==> src/rtl/uart_tx_arbiter_if.sv <==
// Byte-stream bundle between NUM_REQ requesters, the arbiter and the UART byte controller.
// The arbiter connects through the slave modport; the requester/downstream side uses master.
interface uart_tx_arbiter_if #(
  parameter int NUM_REQ = 4
);
  logic [NUM_REQ*8-1:0] req_data;
  logic [NUM_REQ-1:0]   req_valid;
  logic [NUM_REQ-1:0]   req_last;
  logic [NUM_REQ-1:0]   req_ready;
  logic [7:0]           out_data;
  logic                 out_valid;
  logic                 out_ready;
  logic [2:0]           grant_id;
  logic                 busy;
  logic                 burst_cut;

  modport slave (
    input  req_data, req_valid, req_last, out_ready,
    output req_ready, out_data, out_valid, grant_id, busy, burst_cut
  );

  modport master (
    output req_data, req_valid, req_last, out_ready,
    input  req_ready, out_data, out_valid, grant_id, busy, burst_cut
  );
endinterface

==> src/rtl/uart_tx_arbiter.sv <==
// Round-robin arbiter merging NUM_REQ byte streams onto one UART byte channel, with an
// optional source-ID header per grant and a forced release after MAX_BURST payload bytes.
//
// state  | meaning
// IDLE   | no grant; arbitrate among valid requesters
// HEADER | presenting header byte {4'hA, 1'b0, grant_id}
// STREAM | combinational pass-through of the grantee's bytes
module uart_tx_arbiter #(
  parameter int NUM_REQ   = 4,
  parameter int MAX_BURST = 16,
  parameter int HEADER_EN = 1
) (
  input  logic             clk,
  input  logic             rst,
  uart_tx_arbiter_if.slave bus
);
  localparam int CW = $clog2(MAX_BURST + 1);

  typedef enum logic [1:0] {IDLE, HEADER, STREAM} state_t;

  state_t          state_q, state_d;
  logic [2:0]      grant_q, grant_d;
  logic [2:0]      last_q, last_d;
  logic [CW-1:0]   cnt_q, cnt_d, cnt_inc;

  logic [7:0]      data_arr [8];
  logic [7:0]      valid_pad, last_pad, ready_pad;
  logic            found;
  logic [2:0]      pick;
  logic [3:0]      idx;
  logic [7:0]      out_data_c;
  logic            out_valid_c, burst_cut_c;

  // Pad per-requester vectors to 8 so a 3-bit grant index is always in range.
  for (genvar g = 0; g < 8; g++) begin : g_pad
    if (g < NUM_REQ) begin : g_used
      assign data_arr[g]  = bus.req_data[g*8 +: 8];
      assign valid_pad[g] = bus.req_valid[g];
      assign last_pad[g]  = bus.req_last[g];
    end else begin : g_unused
      assign data_arr[g]  = 8'h00;
      assign valid_pad[g] = 1'b0;
      assign last_pad[g]  = 1'b0;
    end
  end

  always_comb begin
    found = 1'b0;
    pick  = '0;
    idx   = '0;
    for (int k = 1; k <= NUM_REQ; k++) begin
      idx = {1'b0, last_q} + 4'(k);
      if (idx >= 4'(NUM_REQ)) idx = idx - 4'(NUM_REQ);
      if (!found && valid_pad[idx[2:0]]) begin
        found = 1'b1;
        pick  = idx[2:0];
      end
    end
  end

  always_ff @(posedge clk or posedge rst) begin
    if (rst) begin
      state_q <= IDLE;
      grant_q <= '0;
      last_q  <= 3'(NUM_REQ - 1);
      cnt_q   <= '0;
    end else begin
      state_q <= state_d;
      grant_q <= grant_d;
      last_q  <= last_d;
      cnt_q   <= cnt_d;
    end
  end

  assign cnt_inc = cnt_q + CW'(1);

  always_comb begin
    state_d     = state_q;
    grant_d     = grant_q;
    last_d      = last_q;
    cnt_d       = cnt_q;
    out_data_c  = 8'h00;
    out_valid_c = 1'b0;
    ready_pad   = '0;
    burst_cut_c = 1'b0;
    unique case (state_q)
      IDLE: begin
        cnt_d = '0;
        if (found) begin
          grant_d = pick;
          state_d = (HEADER_EN != 0) ? HEADER : STREAM;
        end
      end
      HEADER: begin
        cnt_d       = '0;
        out_data_c  = {4'hA, 1'b0, grant_q};
        out_valid_c = 1'b1;
        if (bus.out_ready) state_d = STREAM;
      end
      STREAM: begin
        out_data_c         = data_arr[grant_q];
        out_valid_c        = valid_pad[grant_q];
        ready_pad[grant_q] = bus.out_ready;
        if (valid_pad[grant_q] && bus.out_ready) begin
          cnt_d = cnt_inc;
          if (last_pad[grant_q]) begin
            state_d = IDLE;
            last_d  = grant_q;
            grant_d = '0;
          end else if (cnt_inc == CW'(MAX_BURST)) begin
            state_d     = IDLE;
            last_d      = grant_q;
            grant_d     = '0;
            burst_cut_c = 1'b1;
          end
        end
      end
      default: state_d = IDLE;
    endcase
  end

  assign bus.out_data  = out_data_c;
  assign bus.out_valid = out_valid_c;
  assign bus.req_ready = ready_pad[NUM_REQ-1:0];
  assign bus.grant_id  = grant_q;
  assign bus.busy      = (state_q != IDLE);
  assign bus.burst_cut = burst_cut_c;
endmodule

==> src/flat_wrapper.sv <==
// flat-port wrapper written by rule: the top's interface ports become plain ports
module uart_tx_arbiter_flat 
#(
  parameter int NUM_REQ   = 4,
  parameter int MAX_BURST = 16,
  parameter int HEADER_EN = 1
)
  (clk, rst, bus_req_data, bus_req_valid, bus_req_last, bus_out_ready, bus_req_ready, bus_out_data, bus_out_valid, bus_grant_id, bus_busy, bus_burst_cut);
  uart_tx_arbiter_if #(.NUM_REQ(NUM_REQ)) bus_i ();
  input  logic clk;
  input  logic rst;
  input wire logic [$bits(bus_i.req_data)-1:0] bus_req_data;
  input wire logic [$bits(bus_i.req_valid)-1:0] bus_req_valid;
  input wire logic [$bits(bus_i.req_last)-1:0] bus_req_last;
  input wire logic [$bits(bus_i.out_ready)-1:0] bus_out_ready;
  output wire logic [$bits(bus_i.req_ready)-1:0] bus_req_ready;
  output wire logic [$bits(bus_i.out_data)-1:0] bus_out_data;
  output wire logic [$bits(bus_i.out_valid)-1:0] bus_out_valid;
  output wire logic [$bits(bus_i.grant_id)-1:0] bus_grant_id;
  output wire logic [$bits(bus_i.busy)-1:0] bus_busy;
  output wire logic [$bits(bus_i.burst_cut)-1:0] bus_burst_cut;
  assign bus_i.req_data = bus_req_data;
  assign bus_i.req_valid = bus_req_valid;
  assign bus_i.req_last = bus_req_last;
  assign bus_i.out_ready = bus_out_ready;
  assign bus_req_ready = bus_i.req_ready;
  assign bus_out_data = bus_i.out_data;
  assign bus_out_valid = bus_i.out_valid;
  assign bus_grant_id = bus_i.grant_id;
  assign bus_busy = bus_i.busy;
  assign bus_burst_cut = bus_i.burst_cut;
  uart_tx_arbiter #(.NUM_REQ(NUM_REQ), .MAX_BURST(MAX_BURST), .HEADER_EN(HEADER_EN)) u_core (.clk(clk), .rst(rst), .bus(bus_i));
endmodule
==> config.mk <==
export PLATFORM = sky130hd
export DESIGN_NAME = uart_tx_arbiter_flat
export DESIGN_NICKNAME = d
export VERILOG_FILES = /design/src/rtl/uart_tx_arbiter_if.sv /design/src/rtl/uart_tx_arbiter.sv /design/src/flat_wrapper.sv
export SDC_FILE = /design/constraint.sdc
export NUM_CORES = 1
export LEC_CHECK = 0
export BUFFER_PORTS_ARGS = -buffer_cell sky130_fd_sc_hd__buf_2
export CELL_PAD_IN_SITES_DETAIL_PLACEMENT = 0
export CELL_PAD_IN_SITES_GLOBAL_PLACEMENT = 1
export CORE_MARGIN = 8
export CORE_UTILIZATION = 37
export DETAILED_ROUTE_END_ITERATION = 10
export PLACE_DENSITY = 0.94
export SLEW_MARGIN = 20
export SYNTH_ARGS = -nofsm -noshare
export SYNTH_HDL_FRONTEND = slang
export SYNTH_SLANG_ARGS = --single-unit
==> constraint.sdc <==
create_clock -name clk -period 6.3 [get_ports clk]
set_clock_uncertainty 0.15 [all_clocks]
set_input_delay 1.26 -clock clk [delete_from_list [all_inputs] [get_ports clk]]
set_output_delay 1.26 -clock clk [all_outputs]
set_load 0.1 [all_outputs]
Yosys cells after proc, flatten, opt, wreduce, memory -nomap -nowiden:

Index checks and enable logic that the tools add are counted.

* output and inout port bits: 18
* register bits after elaboration: 13
* input bits: 43

* bitwise gates (word level): 2
* reduce and logical (&&, ||, !) cells: 18
* order comparisons: 11
* equality and inequality tests: 7
* add/sub/neg operators: 9
* multiplexer cells: 51

Operators with widths (count)
* 2-to-1 mux 3 bit: 14
* binary-select mux 8 bit (select 3 bit): 1
* < comparator 3 x 4 -> 1 bit, second input constant: 5
* binary-select mux 1 bit (select 3 bit): 6
* >= comparator 4 x 3 -> 1 bit, second input constant: 4
* 2-to-1 mux 8 bit: 2
* case mux 8 bit (2 select lines): 1
* 2-to-1 mux 1 bit: 15
* subtractor 3 bit, second input constant: 4
* 2-to-1 mux 2 bit: 5
* case mux 5 bit (2 select lines): 1
* adder 3 x 2 -> 4 bit, second input constant: 2
* AND reduction 4 bit: 2
* nonzero test 2 bit: 4
* case mux 2 bit (3 select lines): 1
* case mux 3 bit (2 select lines): 1
* adder 5 x 1 -> 5 bit, second input constant: 1
* equality test 5 bit, second input constant: 1
* logical AND 1 bit: 5
* 2-to-1 mux 5 bit: 1
* adder 3 x 1 -> 4 bit, second input constant: 1
* adder 3 x 3 -> 4 bit, second input constant: 1
* AND 4 bit: 1
* >= comparator 4 bit, second input constant: 1
* other kinds (15): 18

Logic depth before layout (Yosys ltp):

* depth after elaboration: 17
* gate-level depth with buffers: 9
* mapped depth without buffers: 8

Worst setup path after synthesis:

No wires, ideal clock.

* path type: register to output
* start: register u_core.grant_q[0] (netlist: u_core.bus.grant_id[0])
* end: output port bus_req_ready[1]
* cell stages (with the launch flop): 5
* path slack: 1232 ps
* data arrival time: 3658 ps
* path through: dfrtp_1 > buf_2 > buf_2 > inv_1 > nor3_1

* longest elaborated chain between the ends: 6
* elaborated cells between the ends (all ways): 7

Ends and longest elaborated chain
* start: declaration: line uart_tx_arbiter.sv:22 `logic [2:0] grant_q, grant_d;`
* start signal: assignment: line uart_tx_arbiter.sv:69 `grant_q <= grant_d;`
* < comparator 3 x 4 -> 1 bit (not written as such) / >= comparator 3 x 1 -> 1 bit (equally long branches): line uart_tx_arbiter.sv:103 `ready_pad[grant_q] = bus.out_ready;`
* logical AND 1 bit (not written as such): line uart_tx_arbiter.sv:103
* 2-to-1 mux 1 bit (not written as such): line uart_tx_arbiter.sv:103
* demux 1 bit (select 3 bit) *
* AND 4 bit (no line) *
* 2-to-1 mux 4 bit *: line uart_tx_arbiter.sv:86 `unique case (state_q)`
* end: declaration: line flat_wrapper.sv:16 `output wire logic [$bits(bus_i.req_ready)-1:0] bus_req_ready;`

Mark *: on every way between the ends. The rest lies on a longest branch, timed or not.

Worst setup path in the final report:

* start: register u_core.state_q[0]
* end: output port bus_burst_cut

* longest elaborated chain between the ends: 2

Ends and longest elaborated chain
* start: declaration: line uart_tx_arbiter.sv:21 `state_t state_q, state_d;`
* start signal: assignment: line uart_tx_arbiter.sv:68 `state_q <= state_d;`
* equality test 2 bit: line uart_tx_arbiter.sv:86
* 2-to-1 mux 1 bit: line uart_tx_arbiter.sv:86
* end: declaration: line flat_wrapper.sv:21 `output wire logic [$bits(bus_i.burst_cut)-1:0] bus_burst_cut;`

No other way between the ends.

==> impl_table.tex <==
\begin{tabular}{lr}
\hline
Metric & Value \\
\hline
\multicolumn{2}{l}{\textbf{Worst setup path}} \\
Startpoint Class & register \\
Largest driver fanout on the critical path & 12 \\
Required time of the critical path & 4.89 ns \\
Worst r2r src & u\_core.state\_q[0] \\
Crit path to & bus\_burst\_cut \\
Category of the critical setup timing path & register to primary output \\
Launch point of the critical path & u\_core.state\_q[0] \\
Setup slack on the worst flop-to-flop path & 3.27 ns \\
Data arrival at the endpoint of the critical path & between 2 and 3 ns \\
Crit Reg-Reg Endpoint & u\_core.bus.grant\_id[1] \\
Critical Path End Type & primary output \\
Logic depth of the worst register-to-register path & 8 \\
\multicolumn{2}{l}{\textbf{STA}} \\
Total Negative Setup Slacks & 0 ns \\
Final period demand of the worst path & 4.144 ns \\
Hold Worst Slack & between 0.3 and 0.4 ns \\
Final Hold Vio Count & 0 \\
Total setup violations reported at the end of the flow & 0 \\
Worst slew margin relative to its limit & 41.07\% \\
Highest attainable clock frequency & between 200 and 250 MHz \\
Slew at the pin with the worst max-slew slack & about 0.9 ns \\
Setup repair after global routing missed its margin & false \\
Final worst setup slack & 2.156 ns \\
Number of max-slew violations in the final report & 0 \\
Period utilization & between 60\% and 70\% \\
\multicolumn{2}{l}{\textbf{Die}} \\
Die ar. & between 5000 and 6000 um\^{}2 \\
Ports & $\sim$60 \\
Die extent in y & roughly 77 um \\
Starting Density & a little under two fifths \\
Horizontal die dimension & approximately 77 um \\
Site row count & 22 \\
Core ar. & 3606 um\^{}2 \\
\multicolumn{2}{l}{\textbf{Placement}} \\
\# placed instances & between 200 and 300 \\
Number of buffers added on ports & 60 \\
Area of placed instances & between 1500 and 2000 um\^{}2 \\
Worst slack, placed & between 2 and 2.5 ns \\
Last weighted congestion value of the routability-driven placer & 0.7946 \\
HPWL reported at the end of detailed placement & between 3000 and 4000 um \\
\multicolumn{2}{l}{\textbf{Synthesis}} \\
Mean area per synthesized cell & between 9 and 10 um\^{}2 \\
Top cell type's share of synthesized area & 20.00\% \\
Total number of yosys warnings & 0 \\
Share of synthesized area occupied by flip-flops and latches & 23.82\% \\
Synth Net Count & 202 \\
Post-synth design cell area & about 1400 um\^{}2 \\
Library cell occupying the most area in the post-synthesis netlist & sky130\_fd\_sc\_hd\_\_dfrtp\_1 \\
Number of synthesized flops with an enable pin & 0 \\
Synth top area cells & sky130\_fd\_sc\_hd\_\_dfrtp\_1 20\%, sky130\_fd\_sc\_hd\_\_mux4\_2 18\%, sky130\_fd\_sc\_hd\_\_ha\_1 6.4\%, sky130\_fd\_sc\_hd\_\_nor2b\_1 5.0\%, sky130\_fd\_sc\_hd\_\_mux2\_1 4.9\% \\
Leading cell types by count after synthesis & 13 x sky130\_fd\_sc\_hd\_\_nand2\_1, 12 x sky130\_fd\_sc\_hd\_\_inv\_1 \\
Post-Synthesis Cells & 152 \\
Synthesized flop and latch total & 13 \\
Most common cell in the netlist & sky130\_fd\_sc\_hd\_\_nand2\_1 \\
Most used DFF post-synth & sky130\_fd\_sc\_hd\_\_dfrtp\_1 \\
Proportion of synthesized flip-flops having asynchronous set or reset & 100.0\% \\
Netlist cell types & 37 \\
\multicolumn{2}{l}{\textbf{Clock network}} \\
Clock root buffer & sky130\_fd\_sc\_hd\_\_clkbuf\_8 \\
Inserted Clock Buffers & 3 \\
H-tree levels & 1 \\
Clock sinks & 13 \\
CTS tree & built \\
Register clock-pin slew on the reported worst setup and hold paths & $\sim$0.06 ns \\
Maximum buffer depth of the clock tree & 2 \\
Setup repair bufs after CTS & 0 \\
Insertion delay to the later sink of the worst-skew pair & around 0.24 ns \\
Post-CTS resize count & 0 \\
Number of hold buffers added after cts & 0 \\
\multicolumn{2}{l}{\textbf{Drt}} \\
First-pass detailed-route iteration total & 4 \\
Remaining antenna violation count after routing & 0 \\
Iter 0 DRT Violations & between 50 and 60 \\
Average wire per cell in the routed design & between 15 and 20 um \\
Final wirelength & $\sim$4300 um \\
Post-route DRC violation count & 0 \\
Via density per instance & $\sim$5.4 \\
Vias after detailed routing & approximately 1.4k \\
\multicolumn{2}{l}{\textbf{Cells and area}} \\
Total number of nets in the final design & 260 \\
Area used by sequential logic in the layout & about 330 um\^{}2 \\
Multi-input combinational cell area & approximately 970 um\^{}2 \\
Count of fill cells added during filler insertion & approximately 340 \\
Layout cells sized above 1 & 39.23\% \\
Final cell count without fillers & between 200 and 300 \\
Diodes inserted & 0 \\
Area grow syn2layout & 27.18\% \\
Fin area & roughly 1800 um\^{}2 \\
\multicolumn{2}{l}{\textbf{Power}} \\
Static Leakage & between 0.8 and 0.9 nW \\
Peak supply drop & about 220 uV \\
Power density cells & about 570 nW/um\^{}2 \\
\multicolumn{2}{l}{\textbf{GRT}} \\
Global route hottest layer & met2 \\
GRT met1 Usage & 17.52\% \\
Met2 GRT Util & 23.53\% \\
Global routing usage summed across all routing layers & roughly 15\% \\
Remaining Overflow, GRT & 0 \\
Met3 track demand over resource in global routing & under 10\% \\
Initial antenna violation count & 0 \\
Pin count of the biggest net entering global routing & 19 \\
Number of global-route vias before repair & around 1.4k \\
Wire length of the first global-routing pass & slightly above 7000 um \\
\multicolumn{2}{l}{\textbf{Min path}} \\
Path class of the lowest-slack min-delay path & register to register \\
\multicolumn{2}{l}{\textbf{Run}} \\
Count of maximum capacitance violations & 0 \\
\multicolumn{2}{l}{\textbf{Outcome}} \\
Run status & finished, final reports clean \\
\hline
\end{tabular}
[layout by cell type, fill, tap and decap left out, types with 2 or more instances in the layout]
cell | Yosys | final
sky130_fd_sc_hd__and3_1 | 3 | 3
sky130_fd_sc_hd__nor3_1 | 3 | 3
sky130_fd_sc_hd__and2_1 | 2 | 2
sky130_fd_sc_hd__mux2_2 | 3 | 3
sky130_fd_sc_hd__dfrtp_1 | 11 | 11
sky130_fd_sc_hd__ha_1 | 7 | 7
sky130_fd_sc_hd__mux2_1 | 6 | 6
sky130_fd_sc_hd__nand3_1 | 4 | 4
sky130_fd_sc_hd__or3_1 | 2 | 2
sky130_fd_sc_hd__o21ai_0 | 2 | 2
sky130_fd_sc_hd__buf_2 | 4 | 60
sky130_fd_sc_hd__mux2i_1 | 2 | 2
sky130_fd_sc_hd__o211ai_1 | 3 | 3
sky130_fd_sc_hd__nor2_1 | 11 | 11
sky130_fd_sc_hd__dfstp_2 | 2 | 2
sky130_fd_sc_hd__inv_1 | 12 | 12
sky130_fd_sc_hd__clkbuf_8 | 0 | 3
sky130_fd_sc_hd__a21oi_1 | 8 | 8
sky130_fd_sc_hd__o21ai_1 | 8 | 8
sky130_fd_sc_hd__nand2_1 | 13 | 13
sky130_fd_sc_hd__o21ai_2 | 2 | 2
sky130_fd_sc_hd__mux4_2 | 11 | 11
sky130_fd_sc_hd__nor2b_1 | 11 | 11
sky130_fd_sc_hd__or4b_1 | 2 | 2
sky130_fd_sc_hd__a22oi_1 | 4 | 4
sky130_fd_sc_hd__nand2b_1 | 3 | 3
[cell type report]
class	count	share of cell area, %
Inverter	12	2.573
Clock buffer	4	2.573
Timing Repair Buffer	60	17.16
Sequential cell	13	18.73
Multi-Input combinational cell	120	55.54
Tap cell	48	3.431
[logic make-up (layout without fill, tap and decap cells)]
logic type / after synthesis / in the layout / synth area share [%]
adders and majority gates: 7 / 7 / 6.363
buffers and inverters: 19 / 76 / 5.545
xor gates and xnor gates: 2 / 2 / 1.273
and+or+nand+nor: 58 / 58 / 22.27
AOI/OAI and AO/OA: 31 / 31 / 13.91
muxes: 22 / 22 / 26.82
DFF: 13 / 13 / 23.82
[stage by stage]
| stage | util, % | power (W) |
|---|---|---|
| after floorplan | - | 0.0007843 |
| after global placement | 47.29 | 0.0009020 |
| after detailed placement | 47.29 | 0.0009162 |
| after CTS | 48.54 | 0.0009960 |
| after global routing | 48.54 | 0.001058 |
| final | 48.54 | 0.0009932 |
[worst max-delay path, cell delays in order, from the launching register on]
cell                      delay [ns]
sky130_fd_sc_hd__dfrtp_1        0.38
sky130_fd_sc_hd__inv_1          0.10
sky130_fd_sc_hd__ha_1           0.32
sky130_fd_sc_hd__nor2b_1        0.75
sky130_fd_sc_hd__nand3_2        0.33
sky130_fd_sc_hd__nor2_1         0.16
sky130_fd_sc_hd__buf_2          0.43
[report_power, final]
part | internal (W) | leakage (nW) | switching (W) | total, W
logic | 0.000233 | 0.634 | 0.000501 | 0.000734
registers | 0.000111 | 0.167 | 0.0000718 | 0.000183
clock network | 0.0000448 | 0.0228 | 0.0000318 | 0.0000765
total | 0.000389 | 0.824 | 0.000604 | 0.000993
[layer usage]
layer | part of all wire (%) | vias up
li1 | - | 665
met1 | 44 | 648
met2 | 47 | 64
met3 | 8.0 | 6
met4 | 1.1 | 0
met5 | 0 | -
[how the worst min path moves through the flow]
stage                      start  depth (start not counted)                 to
3_3_place_gp   u_core.state_q[1]                          1  u_core.state_q[1]
2_1_floorplan    u_core.cnt_q[3]                          1    u_core.cnt_q[3]
5_1_grt          u_core.cnt_q[3]                          1    u_core.cnt_q[3]
3_5_place_dp     u_core.cnt_q[3]                          1    u_core.cnt_q[3]
6_report         u_core.cnt_q[3]                          1    u_core.cnt_q[3]
4_1_cts          u_core.cnt_q[3]                          1    u_core.cnt_q[3]
[state kept, by name, indices dropped and copies added (netlist names)]
name / cells
u_core.cnt_q: 5
u_core.state_q: 2
u_core.last_q: 3
u_core.bus.grant_id: 3
Note: power is estimated with default switching activity, not from simulation.
